--- config.mk ---
export PLATFORM = sky130hd
export DESIGN_NAME = encap_ctrl
export DESIGN_NICKNAME = d
export VERILOG_FILES = /design/src/rtl/encap_ctrl.sv
export SDC_FILE = /design/constraint.sdc
export NUM_CORES = 2
export LEC_CHECK = 0
export CORE_MARGIN = 10
export CORE_UTILIZATION = 40
export DETAILED_ROUTE_END_ITERATION = 12
export SETUP_SLACK_MARGIN = 0.15
export SYNTH_ARGS = -nofsm -noshare
export SYNTH_HDL_FRONTEND = slang
export SYNTH_SLANG_ARGS = --single-unit
--- constraint.sdc ---
create_clock -name i_clk -period 37.4 [get_ports i_clk]
set_input_delay 11.22 -clock i_clk [delete_from_list [all_inputs] [get_ports i_clk]]
set_output_delay 11.22 -clock i_clk [all_outputs]
set_load 0.01 [all_outputs]
--- src/rtl/encap_ctrl.sv ---
// encap_ctrl -- per-packet controller for the Encap_Head datapath.
//
// The parser pushes one rule ID per packet into a small context FIFO. Head/meta
// slices stream through with exactly one cycle of latency. On every start slice
// a context is popped, the rule table is read, and the rule fields are
// registered so they line up with that start slice on o_head. The fields then
// hold until the next start slice. The rule table is written through a simple
// config port.
//
// Ports:
//   i_clk, i_rst              clock, asynchronous active-high reset
//   i_ctx_valid/i_ctx_ruleId  parser context push; o_ctx_ready = FIFO not full
//   i_head/i_meta             slice + tag in (tag occupies the low TAG_WIDTH bits)
//   o_head/o_meta             same slices delayed one cycle, to Encap_Head
//   o_headShift, o_metaSliceOffset, o_metaDataOffset, o_encapLength,
//   o_encapField              rule fields for the current packet
//   i_cfg_wren/addr/wdata     rule table write
//                             wdata = {encapField,encapLength,metaDataOffset,
//                                      metaSliceOffset,headShift}
//   o_miss_pulse              start slice seen while the FIFO was empty
//   o_err_pulse               start slice inside a packet, or out-of-range rule ID
//
// Optional build macro ENCAP_CTRL_STATS_EN adds the saturating 32-bit counters
// o_stat_pkts / o_stat_miss / o_stat_err.
//
// Width macros (HEAD_WIDTH, META_WIDTH, TAG_WIDTH, HEAD_SHIFT_WIDTH,
// META_SHIFT_WIDTH, ENCAP_WIDTH) and tag bit positions may be supplied by the
// surrounding build; local defaults are provided below.

`ifndef HEAD_WIDTH
`define HEAD_WIDTH 32
`endif
`ifndef META_WIDTH
`define META_WIDTH 32
`endif
`ifndef TAG_WIDTH
`define TAG_WIDTH 4
`endif
`ifndef HEAD_SHIFT_WIDTH
`define HEAD_SHIFT_WIDTH 6
`endif
`ifndef META_SHIFT_WIDTH
`define META_SHIFT_WIDTH 4
`endif
`ifndef ENCAP_WIDTH
`define ENCAP_WIDTH 16
`endif
`ifndef TAG_VALID_BIT
`define TAG_VALID_BIT 0
`endif
`ifndef TAG_START_BIT
`define TAG_START_BIT 1
`endif
`ifndef TAG_TAIL_BIT
`define TAG_TAIL_BIT 2
`endif

module encap_ctrl #(
  parameter int RULE_NUM  = 16,
  parameter int RULE_ID_W = 4,
  parameter int CTX_DEPTH = 8   // power of 2, >= 2
) (
  input  logic                                 i_clk,
  input  logic                                 i_rst,
  input  logic                                 i_ctx_valid,
  input  logic [RULE_ID_W-1:0]                 i_ctx_ruleId,
  output logic                                 o_ctx_ready,
  input  logic [`HEAD_WIDTH+`TAG_WIDTH-1:0]    i_head,
  input  logic [`META_WIDTH+`TAG_WIDTH-1:0]    i_meta,
  output logic [`HEAD_WIDTH+`TAG_WIDTH-1:0]    o_head,
  output logic [`META_WIDTH+`TAG_WIDTH-1:0]    o_meta,
  output logic [`HEAD_SHIFT_WIDTH-1:0]         o_headShift,
  output logic [3:0]                           o_metaSliceOffset,
  output logic [`HEAD_SHIFT_WIDTH-1:0]         o_metaDataOffset,
  output logic [`META_SHIFT_WIDTH-1:0]         o_encapLength,
  output logic [`ENCAP_WIDTH-1:0]              o_encapField,
  input  logic                                 i_cfg_wren,
  input  logic [RULE_ID_W-1:0]                 i_cfg_addr,
  input  logic [`ENCAP_WIDTH+`META_SHIFT_WIDTH+2*`HEAD_SHIFT_WIDTH+4-1:0] i_cfg_wdata,
`ifdef ENCAP_CTRL_STATS_EN
  output logic [31:0]                          o_stat_pkts,
  output logic [31:0]                          o_stat_miss,
  output logic [31:0]                          o_stat_err,
`endif
  output logic                                 o_miss_pulse,
  output logic                                 o_err_pulse
);

  localparam int HSW    = `HEAD_SHIFT_WIDTH;
  localparam int MSW    = `META_SHIFT_WIDTH;
  localparam int EW     = `ENCAP_WIDTH;
  localparam int RULE_W = EW + MSW + 2*HSW + 4;
  localparam int PTR_W  = $clog2(CTX_DEPTH);

  localparam logic [PTR_W-1:0] PTR_ONE  = PTR_W'(1);
  localparam logic [PTR_W:0]   CNT_ONE  = (PTR_W+1)'(1);
  localparam logic [PTR_W:0]   CNT_FULL = (PTR_W+1)'(CTX_DEPTH);

  typedef enum logic {IDLE, PKT} state_t;

  // ---------------------------------------------------------------- decode
  logic start, tail_end;
  assign start    = i_head[`TAG_START_BIT];
  assign tail_end = i_head[`TAG_TAIL_BIT] & i_head[`TAG_VALID_BIT];

  // ---------------------------------------------------------- context FIFO
  logic [RULE_ID_W-1:0] ctx_mem [CTX_DEPTH];
  logic [PTR_W-1:0]     wptr, rptr;
  logic [PTR_W:0]       cnt;
  logic                 full, empty, push, pop;
  logic [RULE_ID_W-1:0] head_id;

  assign full        = (cnt == CNT_FULL);
  assign empty       = (cnt == '0);
  assign o_ctx_ready = ~i_rst & ~full;
  assign pop         = start & ~empty;
  // A pop frees a slot in the same cycle, so a push is taken even when full.
  assign push        = i_ctx_valid & (~full | pop);
  assign head_id     = ctx_mem[rptr];

  always_ff @(posedge i_clk or posedge i_rst) begin
    if (i_rst) begin
      wptr <= '0;
      rptr <= '0;
      cnt  <= '0;
      for (int i = 0; i < CTX_DEPTH; i++) ctx_mem[i] <= '0;
    end else begin
      if (push) begin
        ctx_mem[wptr] <= i_ctx_ruleId;
        wptr          <= wptr + PTR_ONE;
      end
      if (pop) rptr <= rptr + PTR_ONE;
      unique case ({push, pop})
        2'b10:   cnt <= cnt + CNT_ONE;
        2'b01:   cnt <= cnt - CNT_ONE;
        default: ;
      endcase
    end
  end

  // ------------------------------------------------------ range qualifiers
  // Only elaborate the compare when the index width can exceed the table.
  logic id_ok, addr_ok;
  generate
    if (RULE_NUM < (1 << RULE_ID_W)) begin : g_rng
      assign id_ok   = (int'(head_id)    < RULE_NUM);
      assign addr_ok = (int'(i_cfg_addr) < RULE_NUM);
    end else begin : g_full_rng
      assign id_ok   = 1'b1;
      assign addr_ok = 1'b1;
    end
  endgenerate

  // ------------------------------------------------------------ rule table
  logic [RULE_W-1:0]    rule_tab [RULE_NUM];
  logic [RULE_ID_W-1:0] sel_id;

  // Empty FIFO or bad ID falls back to the bypass rule in entry 0.
  assign sel_id = (pop && id_ok) ? head_id : '0;

  // The lookup below reads the table at the same edge a write lands, so a
  // same-cycle write to the looked-up entry is seen only by later packets.
  always_ff @(posedge i_clk or posedge i_rst) begin
    if (i_rst) begin
      for (int i = 0; i < RULE_NUM; i++) rule_tab[i] <= '0;
    end else if (i_cfg_wren && addr_ok) begin
      rule_tab[i_cfg_addr] <= i_cfg_wdata;
    end
  end

  // ---------------------------------------------- stream, FSM and fields
  state_t            state;
  logic [RULE_W-1:0] rule_q;

  always_ff @(posedge i_clk or posedge i_rst) begin
    if (i_rst) begin
      state        <= IDLE;
      o_head       <= '0;
      o_meta       <= '0;
      rule_q       <= '0;
      o_miss_pulse <= 1'b0;
      o_err_pulse  <= 1'b0;
    end else begin
      o_head       <= i_head;
      o_meta       <= i_meta;
      o_miss_pulse <= start & empty;
      o_err_pulse  <= start & ((state == PKT) | (pop & ~id_ok));
      if (start) rule_q <= rule_tab[sel_id];
      unique case (state)
        IDLE: if (start && !tail_end) state <= PKT;
        // A start inside a packet begins a new packet; a start+tail slice
        // closes it immediately.
        PKT:  if (tail_end) state <= IDLE;
        default: state <= IDLE;
      endcase
    end
  end

  assign o_headShift       = rule_q[HSW-1:0];
  assign o_metaSliceOffset = rule_q[HSW +: 4];
  assign o_metaDataOffset  = rule_q[HSW+4 +: HSW];
  assign o_encapLength     = rule_q[2*HSW+4 +: MSW];
  assign o_encapField      = rule_q[2*HSW+4+MSW +: EW];

`ifdef ENCAP_CTRL_STATS_EN
  // ------------------------------------------------- saturating counters
  always_ff @(posedge i_clk or posedge i_rst) begin
    if (i_rst) begin
      o_stat_pkts <= '0;
      o_stat_miss <= '0;
      o_stat_err  <= '0;
    end else begin
      if (start && o_stat_pkts != '1) o_stat_pkts <= o_stat_pkts + 32'd1;
      if (o_miss_pulse && o_stat_miss != '1) o_stat_miss <= o_stat_miss + 32'd1;
      if (o_err_pulse && o_stat_err != '1) o_stat_err <= o_stat_err + 32'd1;
    end
  end
`endif

endmodule
==> flow_summary.toml <==
[detailed_routing]
drc = 0
dr.pass1.iters = 5
postRouteAntennaNets = 0
vias = 21756
first_iter_violations = 1409
wirelength_um = 91000
viasPerCell = 5.86
drt-wirelength-per-cell_um = 24.5

[timing]
skew_ns = 0.0188
tns_ns = 0
fmax_mhz = 42.2
period_share_pct = 63.3
setup_viol = 0
fin_ws_ns = 13.72
min_period_ns = 23.68
slew_headroom_pct = 21.4
finalHoldViolCount = 0
slew_violations = 0
tightestPinTransition_ns = 1.18
rsz0062_at_grt = "false"

[placement]
port_buffers = 230
dp_hpwl_um = 47500
pre_cts_ws_ns = 13.70
place.gp.congestion = 0.727
placed_cell_area_um2 = 35600

[flow_run]
timing.max_cap.violations = 0

[power_and_ir_drop]
p_per_area_nw_per_um2 = 77.7
p_leak_nw = 16.3
total_power_mw = 2.99
vdd_drop_max_v = 0.0000806

[logic_synthesis]
netlist_top_cells_count = "dfrtp_1 (729), mux2_2 (610), a211oi_1 (180), and3_1 (180), clkbuf_1 (161)"
syn_inst = 2476
synth_area_leader_cell = "dfrtp_1"
synth_area_um2 = 32600
ys_warn_count = 0
yosysMostFrequentCell = "dfrtp_1"
ys_ff_latch = 729
synth-edff-count = 0
synthTopCellsByArea = "dfrtp_1 (56%), mux2_2 (21%), a211oi_1 (4.1%), and3_1 (3.5%), a311o_1 (2.2%)"
yosysTopAreaCellShare_pct = 55.9
yosysSeqAreaShare_pct = 55.9
syn-num-nets = 2599
async_flop_share_pct = 100
synth_cell_types = 45
synth.avg_cell_area_um2 = 13.2
synth_ff_type = "dfrtp_1"

[global_routing]
grt_pass1_wl_um = 141000
grt_start_max_net_pins = 191
grt_antenna_before_repair = 2
grt-ovfl-total = 0
grt_pass1_vias = 22969
track_usage_pct = 19.1

[critical_path]
slowest_delay_ns = 0.56
start_kind = "primary input"
arrival_ns = 12.46
worst-r2r-cell-count = 8
path_max_fanout = 2
r2r-end = "rule_q[18]"
crit_required_ns = 26.18
crit_slowest_cell = "clkdlybuf4s50_1"
cp-startpoint = "i_rst"
cp-end-kind = "output pin"
crit_top_cell = "clkdlybuf4s50_1"
r2r_slack_ns = 31.75
rr_startpoint = "rptr[0]"
criticalPathCategory = "in2out"
endpoint = "o_ctx_ready"
path_cells = "clkdlybuf4s50_1 > a21oi_1 > clkdlybuf4s50_1"

[cts]
path_clk_slew_ns = 0.06
tritoncts = "yes"
hold_buffers = 0
post_cts_resized = 0
clockRootBuffer = "clkbuf_16"
clock_tree.htree_level_count = 3
cts_buffers = 82
post-cts-setup-buffers = 0
cts_buffer_depth = 3
clock_latency_ns = 0.62
cts.sinks = 729

[floorplanning]
io_pins = 231
rows = 104
die_width_um = 306
core_um2 = 80700
die_h_um = 306
die_area_um2 = 93400
initial_core_util_pct = 40.4

[final_layout]
fin_util_pct = 47.6
syn2layout_area_growth_pct = 17.8
num-nets-final = 2711
antenna_cells = 0
finalInstanceArea_um2 = 38400
drive_gt1_share_pct = 32.3

[outcome]
status = "finished, final reports clean"

[hold_path]
hold_path_startpoint = "rule_tab[499]"
min-delay-path-class = "reg2reg"
worst max-delay path, delay by kind of cell:
family / cells / cell delay [ns]
buffers and inverters: 2 / 1.07
AO/OA/AOI/OAI: 1 / 0.17
flip-flops by register name (all words and copies together), names as in the netlist:
name and flops:
rule_tab 576, wptr 3, ctx_mem 32, cnt 4, state 1, o_head 36, o_err_pulse 1, rptr 3
o_miss_pulse 1, rule_q 36, o_meta 36
final cells by class:
cell class	count	area, um^2
clock inverter	25	338
inverter	2	15.0
multi-input combinational	1506	13400
timing repair buffer	267	2620
tap	1060	1330
sequential	729	18200
clock buffer	123	2520
fill	7112	42200
metal layers:
metal	part of all wire, %	global-route usage [%]
met5	0.030	0
met2	46	30.1
met1	45	26.0
met4	2.6	5.52
met3	6.2	4.44
kinds of logic after synthesis:
logic type      synth area share (%)
flops                           55.9
simple gates                    6.73
buf+inv                         3.52
xor+xnor                       0.188
mux                             21.6
compound gates                  11.9
fa+ha+maj                      0.115
power breakdown:
group	switching [mW]	internal [mW]	total [mW]
registers	0.110	0.982	1.09
clock network	0.324	0.520	0.844
logic	0.633	0.417	1.05
worst min-delay path by stage:
stage,slack (ns),endpoint,cells after the start
2_1_floorplan,0.46,o_err_pulse,1
3_3_place_gp,0.47,o_err_pulse,1
3_5_place_dp,0.48,o_err_pulse,1
4_1_cts,0.50,rule_tab[468],1
5_1_grt,0.50,rule_tab[471],1
6_report,0.50,rule_tab[499],1
metrics by stage:
step,hold slack [ns],cells
floorplan,0.459,2476
CTS,0.497,3712
global route,0.501,3712
global placement,0.469,3564
finish,0.495,3712
detailed placement,0.484,3564
cells in the final DEF, fill, tap and decap left out, types with 8 or more instances in the layout:
cell type          n
dfrtp_1          729
mux2_2           610
clkdlybuf4s50_1  229
and3_1           180
a211oi_1         180
nand2_1          158
clkbuf_16         87
a311o_1           72
nor2_1            43
o21ai_0           38
a21o_1            37
a32oi_1           37
o32a_1            36
a41oi_2           36
buf_4             35
clkbuf_8          21
clkbuf_1          15
clkinv_2          13
nor2_4            10
nand3_1            8
mux4_2             8
bufinv_16          8
No activity file was read; power rests on OpenSTA's default activity.
